## config.mk

```make
export PLATFORM = sky130hd
export DESIGN_NAME = addsub_sched
export DESIGN_NICKNAME = d
export VERILOG_FILES = /design/src/rtl/addsub_pkg.sv /design/src/rtl/adder32.sv /design/src/rtl/addsub_sched.sv
export SDC_FILE = /design/constraint.sdc
export NUM_CORES = 1
export LEC_CHECK = 0
export BUFFER_PORTS_ARGS = -buffer_cell sky130_fd_sc_hd__buf_4
export CORE_ASPECT_RATIO = 1.1
export CORE_MARGIN = 2
export CORE_UTILIZATION = 45
export DETAILED_ROUTE_END_ITERATION = 7
export PLACE_DENSITY = 0.71
export RECOVER_POWER = 25
export SKIP_LAST_GASP = 1
export SYNTH_ARGS = -nofsm -noshare
export SYNTH_HDL_FRONTEND = slang
export SYNTH_SLANG_ARGS = --single-unit
```

## constraint.sdc

```tcl
create_clock -name clk -period 5.1 [get_ports clk]
set_clock_uncertainty 0.15 [all_clocks]
set_input_delay 0.255 -clock clk [delete_from_list [all_inputs] [get_ports clk]]
set_output_delay 0.255 -clock clk [all_outputs]
set_load 0.02 [all_outputs]
```

## src/rtl/addsub_pkg.sv

```systemverilog
// Shared constants for the add/sub scheduler: data width, op codes and FSM states.
package addsub_pkg;

  localparam int DATA_W = 32;

  typedef enum logic [1:0] {
    OP_ADD  = 2'b00,
    OP_SUB  = 2'b01,
    OP_NEG  = 2'b10,
    OP_PASS = 2'b11
  } op_e;

  typedef enum logic [1:0] {
    IDLE = 2'b00,
    SUB2 = 2'b01,
    HOLD = 2'b10
  } state_e;

endpackage

```

## src/rtl/adder32.sv

```systemverilog
// Plain 32-bit adder with carry out of bit 31; no carry-in.
module adder32 (
  input  logic [31:0] a,
  input  logic [31:0] b,
  output logic [31:0] s,
  output logic        c31
);

  assign {c31, s} = {1'b0, a} + {1'b0, b};

endmodule

```

## src/rtl/addsub_sched.sv

```systemverilog
// Two-requester round-robin scheduler sharing one adder32 for ADD/SUB/NEG/PASS.
// Optional signed-overflow output res_ovf is built when ADDSUB_OVF_EN is defined.
//
// state | meaning
// IDLE  | no result held, may accept a request
// SUB2  | second adder pass of a SUB (a + t), no request accepted
// HOLD  | result held on res_*, may accept back-to-back when res_ready=1
module addsub_sched
  import addsub_pkg::*;
(
  input  logic              clk,
  input  logic              rst_n,
  input  logic              req0_valid,
  output logic              req0_ready,
  input  logic [1:0]        req0_op,
  input  logic [DATA_W-1:0] req0_a,
  input  logic [DATA_W-1:0] req0_b,
  input  logic              req1_valid,
  output logic              req1_ready,
  input  logic [1:0]        req1_op,
  input  logic [DATA_W-1:0] req1_a,
  input  logic [DATA_W-1:0] req1_b,
  output logic              res_valid,
  input  logic              res_ready,
  output logic              res_id,
  output logic [DATA_W-1:0] res_s,
  output logic              res_c31
`ifdef ADDSUB_OVF_EN
  ,
  output logic              res_ovf
`endif
);

  localparam logic [DATA_W-1:0] ONE = DATA_W'(1);

  state_e            state;
  logic              last;
  logic [DATA_W-1:0] a_hold;
  logic [DATA_W-1:0] t_hold;

  logic              can_accept;
  logic              grant0;
  logic              grant1;
  logic              gid;
  op_e               g_op;
  logic [DATA_W-1:0] g_a;
  logic [DATA_W-1:0] g_b;
  logic [DATA_W-1:0] add_a;
  logic [DATA_W-1:0] add_b;
  logic [DATA_W-1:0] sum;
  logic              carry;

  always_comb begin
    can_accept = rst_n && ((state == IDLE) || ((state == HOLD) && res_ready));
    // last holds the index granted most recently; the other side wins a tie
    grant0     = can_accept && req0_valid && (!req1_valid || last);
    grant1     = can_accept && req1_valid && (!req0_valid || !last);
    gid        = grant1;
    g_op       = grant1 ? op_e'(req1_op) : op_e'(req0_op);
    g_a        = grant1 ? req1_a : req0_a;
    g_b        = grant1 ? req1_b : req0_b;
  end

  assign req0_ready = grant0;
  assign req1_ready = grant1;

  always_comb begin
    add_a = g_a;
    add_b = '0;
    if (state == SUB2) begin
      add_a = a_hold;
      add_b = t_hold;
    end else begin
      case (g_op)
        OP_ADD:  begin add_a = g_a;  add_b = g_b; end
        OP_SUB:  begin add_a = ~g_b; add_b = ONE; end
        OP_NEG:  begin add_a = ~g_a; add_b = ONE; end
        default: begin add_a = g_a;  add_b = '0;  end
      endcase
    end
  end

  adder32 u_adder (
    .a   (add_a),
    .b   (add_b),
    .s   (sum),
    .c31 (carry)
  );

`ifdef ADDSUB_OVF_EN
  logic b_sign_hold;
  logic ovf_now;
  logic ovf_sub2;

  always_comb begin
    ovf_sub2 = (a_hold[DATA_W-1] != b_sign_hold) && (sum[DATA_W-1] != a_hold[DATA_W-1]);
    case (g_op)
      OP_ADD:  ovf_now = (g_a[DATA_W-1] == g_b[DATA_W-1]) && (sum[DATA_W-1] != g_a[DATA_W-1]);
      OP_NEG:  ovf_now = (g_a == {1'b1, {(DATA_W-1){1'b0}}});
      default: ovf_now = 1'b0;
    endcase
  end

  always_ff @(posedge clk) begin
    if (!rst_n) begin
      b_sign_hold <= 1'b0;
      res_ovf     <= 1'b0;
    end else if (state == SUB2) begin
      res_ovf <= ovf_sub2;
    end else if (grant0 || grant1) begin
      if (g_op == OP_SUB) b_sign_hold <= g_b[DATA_W-1];
      else                res_ovf     <= ovf_now;
    end
  end
`endif

  always_ff @(posedge clk) begin
    if (!rst_n) begin
      state     <= IDLE;
      last      <= 1'b1;
      res_valid <= 1'b0;
      res_id    <= 1'b0;
      res_s     <= '0;
      res_c31   <= 1'b0;
      a_hold    <= '0;
      t_hold    <= '0;
    end else begin
      case (state)
        SUB2: begin
          res_s     <= sum;
          res_c31   <= carry;
          res_valid <= 1'b1;
          state     <= HOLD;
        end
        default: begin
          if (grant0 || grant1) begin
            res_id <= gid;
            last   <= gid;
            if (g_op == OP_SUB) begin
              // pass 1 stores t = ~b + 1; result lands after pass 2
              a_hold    <= g_a;
              t_hold    <= sum;
              res_valid <= 1'b0;
              state     <= SUB2;
            end else begin
              res_s     <= (g_op == OP_PASS) ? g_a : sum;
              res_c31   <= (g_op == OP_PASS) ? 1'b0 : carry;
              res_valid <= 1'b1;
              state     <= HOLD;
            end
          end else if ((state == HOLD) && res_ready) begin
            res_valid <= 1'b0;
            state     <= IDLE;
          end
        end
      endcase
    end
  end

endmodule

```

After elaboration in Yosys (flattened, before gate mapping)
Cells that the tools add are included.

word-level totals
  flip-flop bits (word level) = 102
  input port bits = 137
  output and inout bits = 37
  logic and storage cells = 66

operators by class
  add/subtract/negate cells = 1
  equal/unequal tests = 6
  multiplexer cells = 23
  bitwise gates (word level) = 4
  reduce and logical (&&, ||, !) cells = 23

operator list
  cell                number
  $mux 32             8
  $pmux 32 s2         2
  $not 32->32         2
  $add 32x32->33      1
  $mux 2              5
  $mux 1              8
  $eq 2x2->1 const B  3
  $logic_and 1x1->1   6
  $eq 2x1->1 const B  2
  $logic_not 2->1     2
  $logic_or 1x1->1    4
  $reduce_and 2->1    2
  $reduce_bool 2->1   2
  $reduce_or 2->1     2
  $logic_not 1->1     3
  $reduce_and 3->1    1
  $reduce_bool 3->1   1
  $ne 2x2->1 const B  1
  $not 1->1           2

Depth between registers and ports, before layout
Gate-level depths: netlist of run 1.

  depth in word-level cells = 16
  gate-level depth with buffers = 27
  gate-level depth less buffers = 22

Hierarchy
A second synthesis of run 1 with hierarchy kept.

second synthesis, totals
  cells, all modules = 1113
  area, all modules = 8249.2 µm²

by module, submodules not included
  module        instances  cells each  area an instance (µm²)  sequential area each (µm²)
  addsub_sched  1          882         6588.8                  2021.9
  adder32       1          231         1660.3                  0.0

Worst setup path before layout of run 1
No wires, ideal clock.

  kind = flip-flop to flip-flop
  start = reg res_valid (netlist name)
  end = reg res_s[30]
  library setup time = 130 ps
  data arrival time = 4780 ps
  required time = 4820 ps
  slack = 40 ps
  cell stages (with the launch flop) = 28
  buffers on the path = 5
  period minus slack after synthesis = 5060 ps
  path through = dfxtp_1 > and2b_1 > nor3b_2 > nand3_1 > buf_2 > buf_4 > buf_4 > inv_1 > nand2_1 > nand2_1 > inv_1 > ha_1 > buf_1 > clkbuf_1 > a221oi_1 > a211oi_1 > a21o_1 > ha_1 > inv_1 > fa_1 > nand2b_1 > a21o_1 > and2_4 > o31a_4 > o211ai_4 > a41oi_2 > xnor2_1 > o22ai_1

RTL lines
  element               RTL line             RTL
  end signal, assigned  addsub_sched.sv:130  res_s <= sum;
  end signal, assigned  addsub_sched.sv:146  res_s <= (g_op == OP_PASS) ? g_a : sum;
  end, declared         addsub_sched.sv:26   output logic [DATA_W-1:0] res_s,

==> out/qor.txt, run 1 <==
Vias in the first global route -> 7188
Worst Hold Path Cells -> 4
Commonest non-fill, non-tap cells in the layout -> nand2_1, buf_4, dfxtp_1
R2r worst-path depth -> 19
Startpoint Class -> flip-flop
Net count after synthesis -> 1118
I/O pin cnt -> 174
Via-per-instance ratio -> 5.97
Ys Warns -> 0
CP cell instances -> and2b_1, nor3b_4, nand3_4, mux2i_2, inv_1, ha_1, or3_1, buf_12, o21ai_1, inv_1, fa_1, nand2b_1, a21o_1, and2_4, o31a_4, o211ai_4, a31oi_1, xor2_1, o221ai_1
Final setup fails -> 0
Unrepaired setup endpoints after global routing -> true
Crit Path Class -> flip-flop to flip-flop
R2R Path End -> res_s[26]
CP delay by family, top -> simple AND/OR/NAND/NOR gates
CORE AREA -> 16400 µm²
Maximum vdd drop -> 0.191 mV
Clock latency on the worst-skew pair -> 360 ps
Crit-path slowest cell -> or3_1
Worst slew margin -> 39.4%
CP Data Required Time -> 5160 ps
Post-Syn Instances -> 944
Most common cell after layout, fill and taps aside -> nand2_1
Post-route setup slack -> 339 ps
Num rows -> 49
Total GRT Usage -> 25.2%
Clock Pin Slew Worst Setup and Hold Paths -> 70 ps
Synth Flop Type -> dfxtp_1
Hold Buf Count CTS -> 0
CP peak stage delay -> 440 ps
EDFF count, synth -> 0
CP Capture Type -> flip-flop
Post-Layout Inst Area -> 9180 µm²
Yosys reg bits -> 101
Initial antenna violation count -> 0
Port Buf Inserts -> 173
Root Buffer -> clkbuf_16
Most common cell on crit path -> inv_1
Top cell type's share of synthesized area -> 26.9%
Arrival @ worst endpoint -> 4820 ps
Die area -> 17700 µm²
Antenna cells -> 0
Detail Placement HPWL -> 15800 µm
Die W -> 127 µm
WHS -> 94.7 ps
Final Critical Period -> 4760 ps
DR vias -> 7653
Antenna-violating nets left -> 0
Final nets -> 1246
Pin count of the biggest net entering global routing -> 98
Final Max Slew Viols -> 0
Worst Path Max Fanout -> 21
Hold Path Class -> input pin to flip-flop
Placed Area -> 8940 µm²
Synth area leader -> dfxtp_1
Fin crit share -> 93.4%
Hold endpoint -> res_valid
Routed wire length per instance -> 17.5 µm
First-pass GRT wire length -> 36200 µm
Final hold violations -> 0
Synth unique cells -> 61
Max_cap viols -> 0
Final Wtd Congestion -> 0.916
Share of layout cells above drive strength 1 -> 18.4%
Die height -> 139 µm
Ys async rst share -> 0%
CTS tree -> yes
Initial Util -> 45.9%
Global route overflow -> 0
CTS Sinks -> 101
Clock Tree Buf Depth -> 2
Initial DRC count -> 665
Syn_area_per_cell -> 7.96 µm²
WL final -> 22400 µm
Worst-Margin Slew -> 909 ps
R2R Path Start -> res_valid
Pwr Density -> 325 nW/µm²
Synthesized area -> 7510 µm²
Synthesis-to-layout area growth -> 22.3%
First-pass DRT Iterations -> 5
DRC -> 0
Synth top area cells -> dfxtp_1, mux2i_1, nand2_1
Seq/Total Area, Yosys -> 26.9%
Bufs and invs on worst path -> 3
Hold Crit Start -> res_ready
Max Fclk -> 0.210 GHz
Pre-CTS setup slack -> 115 ps
P_leak -> 0.00466 µW
CTS H-tree lvls -> 3
Cts bufs inserted -> 9
Status -> finished, final reports clean
R2R Setup Slk -> 340 ps
per-stage QoR:
step | util, % | TNS (ps) | power [µW] | std cells
floorplan | - | 0 | 1840 | 944
global route | 56.1 | -53.8 | 3160 | 1281
detailed placement | 54.6 | 0 | 2240 | 1264
finish | 56.1 | 0 | 2980 | 1281
CTS | 56.6 | 0 | 3010 | 1280
global placement | 54.6 | 0 | 2220 | 1264
Yosys cell counts (all sizes together), types with 2 or more instances:
cell,instances
nand2,161
and2,6
buf,17
inv,15
or2,2
a31oi,2
o21ai,80
xnor2,13
dfxtp,101
a2111oi,3
ha,36
nor2,39
mux2i,66
o41ai,2
o221ai,11
a22o,2
clkbuf,58
o211ai,8
nand2b,5
o22ai,2
a21oi,54
xor2,17
or3,3
nand3b,2
nor3b,3
nor2b,5
and3,5
o21bai,4
a211oi,37
a21o,48
a221oi,34
a21boi,19
nand3,20
nand4,5
o21a,3
nor3,13
o211a,35
state kept, by name, indices dropped and copies added, names as in the netlist:
name,count
res_s,32
last,1
state,1
res_id,1
res_valid,1
a_hold,32
res_c31,1
t_hold,32
layer usage:
layer | vias up | wire [µm] | GRT usage [%]
met1 | 3648 | 10000 | 33.2
li1 | 3737 | - | -
met3 | 34 | 1130 | 3.61
met2 | 234 | 10800 | 41.9
met5 | - | 0 | 0
met4 | 0 | 470 | 9.08
worst reg2reg max path: cells and delay by family, from the launching register on:
kind	cells	cell delay, ps
and+or+nand+nor	6	1360
AOI/OAI and AO/OA	6	1300
adders and majority gates	2	660
buffers and inverters	3	370
DFF	1	310
muxes	1	260
xor gates and xnor gates	1	210
final cells by class:
class                      count  area [µm²]
timing repair buffer         192        1370
tap                          204         255
multi-input combinational    753        5150
fill                        1529        7190
clock inverter                 3        67.6
inverter                      15        56.3
clock buffer                  13         260
sequential                   101        2020
power breakdown:
group / internal [µW] / leakage [µW] / switching, µW / total [µW]
clock: 458 / 0.000156 / 318 / 776
sequential: 876 / 0.000824 / 48.9 / 925
combinational: 510 / 0.00368 / 773 / 1280
total: 1840 / 0.00466 / 1140 / 2980
worst max path at each step:
stage               cells after the start   endpoint  slack (ps)      start
floorplan                              27  res_s[30]          40  res_valid
global placement                       19  res_s[26]         260  res_ready
detailed placement                     20  res_s[30]         120  res_ready
CTS                                    19  res_s[30]         160  res_valid
global route                           18  res_s[29]         -40  res_valid
finish                                 19  res_s[26]         340  res_valid
logic make-up after synthesis:
family	after synthesis	share of synthesized area (%)
AO/OA/AOI/OAI	348	33.4
XOR/XNOR	30	3.50
buffers and inverters	90	5.25
multiplexers	66	8.80
AND/OR/NAND/NOR	272	15.8
adder cells (fa/ha/maj)	37	6.26
flip-flops	101	26.9
repair_timing:
| item | in CTS | in global routing |
|---|---|---|
| endpoints found under the setup margin | 0 | 11 |
| gates resized for setup | 0 | 8 |
| setup buffers | 0 | 1 |
(Power assumes the default switching activity.)
==> run 2, diff against run 1 <==
--- a/config.mk
+++ b/config.mk
@@ -5,12 +5,13 @@
 export SDC_FILE = /design/constraint.sdc
 export NUM_CORES = 1
 export LEC_CHECK = 0
+export ABC_AREA = 1
 export BUFFER_PORTS_ARGS = -buffer_cell sky130_fd_sc_hd__buf_4
 export CORE_ASPECT_RATIO = 1.1
 export CORE_MARGIN = 2
 export CORE_UTILIZATION = 45
 export DETAILED_ROUTE_END_ITERATION = 7
-export PLACE_DENSITY = 0.71
+export PLACE_DENSITY = 0.7
 export RECOVER_POWER = 25
 export SKIP_LAST_GASP = 1
 export SYNTH_ARGS = -nofsm -noshare
==> run 2 against run 1 <==
Compared with the run above:
- the flow now finishes with violations (DRC)
- power increased by 10%
- worst hold slack got worse by 84 ps
- setup slack improved by 420 ps
- highest routed layer unchanged
==> out/qor.txt, run 2 <==
Status -> finished with violations (was finished, final reports clean)
Failing checks -> DRC
Vias in the first global route -> 9508 (was 7188)
CTS tree -> yes (unchanged)
P_leak -> 0.00533 µW (was 0.00466 µW)
Biggest regs -> a_hold (32), res_s (32), t_hold (32) (unchanged)
Worst slew margin -> 16.9% (was 39.4%)
Grt met3 use -> 3.77% (was 3.61%)
Crit-path slowest cell -> a21boi_1 (was or3_1)
Synthesis-to-layout area growth -> 19.3% (was 22.3%)
Unrepaired setup endpoints after global routing -> false (was true)
Yosys reg bits -> 101 (unchanged)
CP cell instances -> inv_2, nand2_1, a21oi_2, nand2_4, inv_2, or2_2, o21ai_0, ha_1, inv_1, buf_12, nand3_1, a21boi_1, inv_1, ha_1, nand3_1, nand3_1, nand3_1, nand3_1, nand2_1, nand2_1, nand2_1, nand3_1, nand2_1, nand2_1 (was and2b_1, nor3b_4, nand3_4, mux2i_2, inv_1, ha_1, or3_1, buf_12, o21ai_1, inv_1, fa_1, nand2b_1, a21o_1, and2_4, o31a_4, o211ai_4, a31oi_1, xor2_1, o221ai_1)
Antenna cells -> 0 (unchanged)
Final nets -> 1804 (was 1246)
Most common cell after layout, fill and taps aside -> nand2_1 (unchanged)
Die area -> 19900 µm² (was 17700 µm²)
I/O pin cnt -> 174 (unchanged)
Num rows -> 52 (was 49)
Synthesized area -> 8460 µm² (was 7510 µm²)
Maximum vdd drop -> 0.184 mV (was 0.191 mV)
Post-synth top cells -> nand2_1, inv_1, a21oi_1 (was nand2_1, dfxtp_1, o21ai_0)
Initial DRC count -> 732 (was 665)
CP peak stage delay -> 450 ps (was 440 ps)
Setup_tns -> 0 ps (unchanged)
Via-per-instance ratio -> 5.33 (was 5.97)
Grt met1 use -> 36.3% (was 33.2%)
Hold Path Class -> input pin to flip-flop (unchanged)
Synth Flop Type -> dfxtp_1 (unchanged)
First-pass GRT wire length -> 49600 µm (was 36200 µm)
Share of layout cells above drive strength 1 -> 12.3% (was 18.4%)
Net count after synthesis -> 1673 (was 1118)
DRC -> 1 (was 0)
CTS H-tree lvls -> 3 (unchanged)
Initial antenna violation count -> 0 (unchanged)
Crit Path Class -> flip-flop to flip-flop (unchanged)
Storage cell area -> 2020 µm² (unchanged)
Pwr Density -> 325 nW/µm² (about the same)
CP Capture Type -> flip-flop (unchanged)
Die W -> 135 µm (was 127 µm)
Top cell type's share of synthesized area -> 23.9% (was 26.9%)
Clock latency on the worst-skew pair -> 370 ps (was 360 ps)
Routed wire length per instance -> 17.2 µm (was 17.5 µm)
Detail Placement HPWL -> 24000 µm (was 15800 µm)
Final hold violations -> 0 (unchanged)
Synth unique cells -> 37 (was 61)
Multi-input gate area -> 5270 µm² (was 5150 µm²)
Startpoint Class -> flip-flop (unchanged)
CORE AREA -> 18400 µm² (was 16400 µm²)
Final Critical Period -> 4340 ps (was 4760 ps)
Fin crit share -> 85.1% (was 93.4%)
CTS Sinks -> 101 (unchanged)
Worst-Margin Slew -> 1240 ps (was 909 ps)
Root Buffer -> clkbuf_16 (unchanged)
Clock Tree Buf Depth -> 2 (unchanged)
Max_cap viols -> 0 (unchanged)
Arrival @ worst endpoint -> 4450 ps (was 4820 ps)
Final setup fails -> 0 (unchanged)
Syn_area_per_cell -> 5.65 µm² (was 7.96 µm²)
Final Max Slew Viols -> 0 (unchanged)
Synth area leader -> dfxtp_1 (unchanged)
Cts bufs inserted -> 9 (unchanged)
EDFF count, synth -> 0 (unchanged)
Global route overflow -> 0 (unchanged)
Post-Syn Instances -> 1499 (was 944)
Commonest non-fill, non-tap cells in the layout -> nand2_1, inv_1, buf_4 (was nand2_1, buf_4, dfxtp_1)
Die height -> 148 µm (was 139 µm)
Synth top area cells -> dfxtp_1, nand2_1, inv_1 (was dfxtp_1, mux2i_1, nand2_1)
Post-CTS Setup Repair Bufs -> 0 (unchanged)
Total GRT Usage -> 32.1% (was 25.2%)
Routing usage on met2 -> 55.3% (was 41.9%)
Seq/Total Area, Yosys -> 23.9% (was 26.9%)
Final Wtd Congestion -> 0.976 (was 0.916)
Ys Warns -> 0 (unchanged)
DR vias -> 10000 (was 7653)
CP Data Required Time -> 5210 ps (was 5160 ps)
# fillers -> 2005 (was 1529)
WL final -> 32300 µm (was 22400 µm)
Hold Buf Count CTS -> 0 (unchanged)
Initial Util -> 46.0% (was 45.9%)
Final core utilization -> 54.8% (was 56.1%)
Post-cts resize count -> 0 (unchanged)
GR peak layer -> met2 (unchanged)
Clock Pin Slew Worst Setup and Hold Paths -> 90 ps (was 70 ps)
Port Buf Inserts -> 173 (unchanged)
Ys async rst share -> 0% (unchanged)
Pin count of the biggest net entering global routing -> 63 (was 98)
Antenna-violating nets left -> 0 (unchanged)
Worst Path Max Fanout -> 62 (was 21)
Max Fclk -> 0.230 GHz (was 0.210 GHz)
Count leader, synth -> nand2_1 (unchanged)
First-pass DRT Iterations -> 8 (was 5)
-- run 2: power breakdown --
part | switching, µW | total [µW] | internal, µW
clock | 367 | 811 | 444
combinational | 1050 | 1550 | 500
sequential | 49.3 | 925 | 876
-- run 2: kinds of logic after synthesis --
group                      Yosys count  synth area share (%)
and+or+nand+nor                    727                  34.6
buffers and inverters              292                  13.8
adders and majority gates           37                  5.56
AOI/OAI and AO/OA                  327                  20.6
xor gates and xnor gates            15                  1.55
DFF                                101                  23.9
-- run 2: stage by stage --
step           worst slack [ps]  power [µW]  instance area, µm²  hold slack (ps)  std cells
2_1_floorplan               942        1950                8460              276       1499
3_3_place_gp                902        2500                9890              289       1862
3_5_place_dp                825        2510                9890              292       1862
4_1_cts                     833        3320               10200             8.08       1878
5_1_grt                     471        3480               10100             43.8       1878
6_report                    759        3280               10100             11.0       1878
-- run 2: per-layer routing --
layer	share of wire [%]	wire (µm)	vias up
met1	38	12400	4450
li1	-	-	4993
met5	0	0	-
met2	48	15500	443
met3	6.1	1960	116
met4	7.5	2410	0
-- run 2: final timing paths --
kind,to,slack (ps),start,cells past startpoint
setup reg to reg,res_s[27],760,state[0],24
setup / recovery,res_s[27],760,state[0],24
hold reg to reg,res_s[13],300,res_s[13],2
hold / removal,a_hold[5],10,req1_a[5],3
-- run 2: critical path: cells and delay by family, from the launching register on --
kind | cells | cell delay, ps
flops | 1 | 350
buf+inv | 5 | 540
compound gates | 3 | 670
simple gates | 14 | 1790
fa+ha+maj | 2 | 700
-- run 2: cell type report --
class                      count  area share [%]
tap                          243            3.01
multi-input combinational   1106            52.2
inverter                     223            8.29
sequential                   101            20.0
timing repair buffer         189            13.2
clock inverter                 7            1.08
clock buffer                   9            2.23
==> run 3, diff against run 2 <==
--- a/config.mk
+++ b/config.mk
@@ -5,13 +5,11 @@
 export SDC_FILE = /design/constraint.sdc
 export NUM_CORES = 1
 export LEC_CHECK = 0
-export ABC_AREA = 1
 export BUFFER_PORTS_ARGS = -buffer_cell sky130_fd_sc_hd__buf_4
 export CORE_ASPECT_RATIO = 1.1
 export CORE_MARGIN = 2
-export CORE_UTILIZATION = 45
+export CORE_UTILIZATION = 35
 export DETAILED_ROUTE_END_ITERATION = 7
-export PLACE_DENSITY = 0.7
 export RECOVER_POWER = 25
 export SKIP_LAST_GASP = 1
 export SYNTH_ARGS = -nofsm -noshare
==> run 3 against run 2 <==
Compared with the run above:
- the flow now finishes without violations
- largest power group unchanged
- critical path type unchanged
- clock power is 14% lower
- final cell count is 27% lower
- core utilization is 11 points lower
- non-clock buffer count is 10 higher
- power is 11% lower
- register-to-register slack worse by 510 ps
- sequential power hardly changed
- count of clock-buffer cells in the layout is 1 higher
- via count is 24% lower
- critical path depth is 3 lower
- largest cell class unchanged
- worst hold slack better by 89 ps
==> out/qor.txt, run 3 (synthesized netlist as in run 1, its figures left out) <==
Status -> finished, final reports clean (was finished with violations)
Final Max Slew Viols -> 0 (unchanged)
DR vias -> 7606 (was 10000)
CTS tree -> yes (unchanged)
Net switching power figure -> 1180 µW (was 1460 µW)
Share of layout cells above drive strength 1 -> 19.3% (was 12.3%)
Total power -> 2930 µW (was 3280 µW)
Biggest regs -> a_hold (32), res_s (32), t_hold (32) (unchanged)
Crit Path Class -> flip-flop to flip-flop (unchanged)
Max Fclk -> 0.206 GHz (was 0.230 GHz)
Initial Util -> 35.5% (was 46.0%)
Flop pwr share -> 31.5% (was 28.2%)
First-pass DRT Iterations -> 6 (was 8)
Sw Share -> 40.3% (was 44.6%)
Final hold violations -> 0 (unchanged)
Pin count of the biggest net entering global routing -> 98 (was 63)
Hold Path Class -> input pin to flip-flop (unchanged)
Clock latency on the worst-skew pair -> 360 ps (was 370 ps)
CP peak stage delay -> 410 ps (was 450 ps)
WL final -> 23800 µm (was 32300 µm)
I/O pin cnt -> 174 (unchanged)
Clock group share of total power -> 23.9% (was 24.7%)
CORE AREA -> 21200 µm² (was 18400 µm²)
Worst slew margin -> 39.1% (was 16.9%)
Fin cells -> 1374 (was 1878)
CTS Sinks -> 101 (unchanged)
Global route overflow -> 0 (unchanged)
Max_cap viols -> 0 (unchanged)
R2R Path Start -> res_valid (was state[0])
Arrival @ worst endpoint -> 4900 ps (was 4450 ps)
Final Wtd Congestion -> 0.866 (was 0.976)
Routing usage on met2 -> 35.5% (was 55.3%)
Worst-Margin Slew -> 913 ps (was 1240 ps)
P_leak -> 0.00467 µW (was 0.00533 µW)
Final Critical Period -> 4850 ps (was 4340 ps)
Initial DRC count -> 584 (was 732)
Detail Placement HPWL -> 16900 µm (was 24000 µm)
Die area -> 22600 µm² (was 19900 µm²)
Setup_tns -> 0 ps (unchanged)
Port Buf Inserts -> 173 (unchanged)
Fin crit share -> 95.0% (was 85.1%)
Antenna cells -> 0 (unchanged)
Grt met3 use -> 2.78% (was 3.77%)
Dpl cells -> 1356 (was 1862)
DRC -> 0 (was 1)
Num rows -> 56 (was 52)
Synthesis-to-layout area growth -> 24.1% (was 19.3%)
Most common cell after layout, fill and taps aside -> nand2_1 (unchanged)
Hold Buf Count CTS -> 0 (unchanged)
Commonest non-fill, non-tap cells in the layout -> nand2_1, buf_4, dfxtp_1 (was nand2_1, inv_1, buf_4)
Antenna-violating nets left -> 0 (unchanged)
Clock Tree Buf Depth -> 2 (unchanged)
CTS H-tree lvls -> 3 (unchanged)
Maximum vdd drop -> 0.156 mV (was 0.184 mV)
Clock Pin Slew Worst Setup and Hold Paths -> 80 ps (was 90 ps)
Total GRT Usage -> 20.6% (was 32.1%)
Grt met1 use -> 27.5% (was 36.3%)
Cts bufs inserted -> 9 (unchanged)
Die W -> 144 µm (was 135 µm)
CP cell instances -> and2b_1, nor3b_2, nand3_4, mux2i_2, inv_1, ha_1, buf_12, a221oi_1, a211oi_1, a21o_1, ha_1, inv_1, fa_1, nand2b_1, a21o_1, and2_4, o31a_4, o211ai_4, o21ai_1, xor2_1, o221ai_1 (was inv_2, nand2_1, a21oi_2, nand2_4, inv_2, or2_2, o21ai_0, ha_1, inv_1, buf_12, nand3_1, a21boi_1, inv_1, ha_1, nand3_1, nand3_1, nand3_1, nand3_1, nand2_1, nand2_1, nand2_1, nand3_1, nand2_1, nand2_1)
Worst Path Max Fanout -> 34 (was 62)
Logic pwr share -> 44.5% (was 47.1%)
Final nets -> 1253 (was 1804)
Worst Setup SP -> res_valid (was state[0])
CP Data Required Time -> 5150 ps (was 5210 ps)
Startpoint Class -> flip-flop (unchanged)
Via-per-instance ratio -> 5.54 (was 5.33)
GR peak layer -> met2 (unchanged)
First-pass GRT wire length -> 37200 µm (was 49600 µm)
Pint -> 1750 µW (was 1820 µW)
Hold Crit Start -> res_ready (was req1_a[5])
CP Capture Type -> flip-flop (unchanged)
Final setup fails -> 0 (unchanged)
Initial antenna violation count -> 0 (unchanged)
Vias in the first global route -> 7012 (was 9508)
Die height -> 158 µm (was 148 µm)
Crit-path slowest cell -> fa_1 (was a21boi_1)
Root Buffer -> clkbuf_16 (unchanged)
Pwr Density -> 315 nW/µm² (was 325 nW/µm²)
Routed wire length per instance -> 17.4 µm (was 17.2 µm)
[run 3: cell count changes in the layout (fill, tap and decap cells not counted), moves of 20 or more]
cell	delta
a211oi_1	+27
a21o_1	+45
a21oi_1	-53
a221oi_1	+33
inv_1	-201
mux2i_1	+65
nand2_1	-352
nand3_1	-57
nor2_1	-61
o211a_1	+35
o21ai_1	-76
o22ai_1	-20
[run 3: path summary, 6_finish.rpt]
path	endpoint	slack, ps	cells past startpoint
max	res_s[28]	250	21
min reg2reg	res_s[20]	300	2
min	res_valid	100	4
max reg2reg	res_s[28]	250	21
[run 3: critical path, delay by kind of cell, from the launching register on]
kind	cells	cell delay, ps
buffers and inverters	3	370
multiplexers	1	200
AO/OA/AOI/OAI	8	1640
adder cells (fa/ha/maj)	3	780
XOR/XNOR	1	270
AND/OR/NAND/NOR	5	970
flip-flops	1	310
[run 3: power groups by stage]
stage / Combinational [µW] / Sequential (µW) / Clock (µW)
after global placement: 1310 / 941 / 0
after detailed placement: 1330 / 942 / 0
after global routing: 1440 / 934 / 747
final: 1310 / 924 / 701
after CTS: 1330 / 925 / 720
after floorplan: 849 / 989 / 0
[run 3: layer usage]
layer	up-vias	routed length [µm]
met1	3638	11100
met5	-	0
li1	3743	-
met3	18	1030
met2	207	11500
met4	0	240
[run 3: stage by stage]
stage	hold WS (ps)	util [%]	instance area, µm²	setup slack (ps)
floorplan	285	-	7510	39.8
global route	173	44.0	9320	-12.4
finish	99.8	44.0	9320	254
global placement	287	43.1	9110	274
CTS	87.9	44.4	9400	228
detailed placement	296	43.1	9110	180
[run 3: final cells by class]
type                       count  area, µm²
fill                        2200      11800
multi-input combinational    753       5150
inverter                      15       56.3
sequential                   101       2020
clock buffer                  10        239
timing repair buffer         199       1430
tap                          290        363
clock inverter                 6       52.6
[run 3: repair_timing]
item / 4_1_cts / 5_1_grt
resized for setup: 0 / 7
setup buffers: 0 / 2
endpoints found under the setup margin: 0 / 16
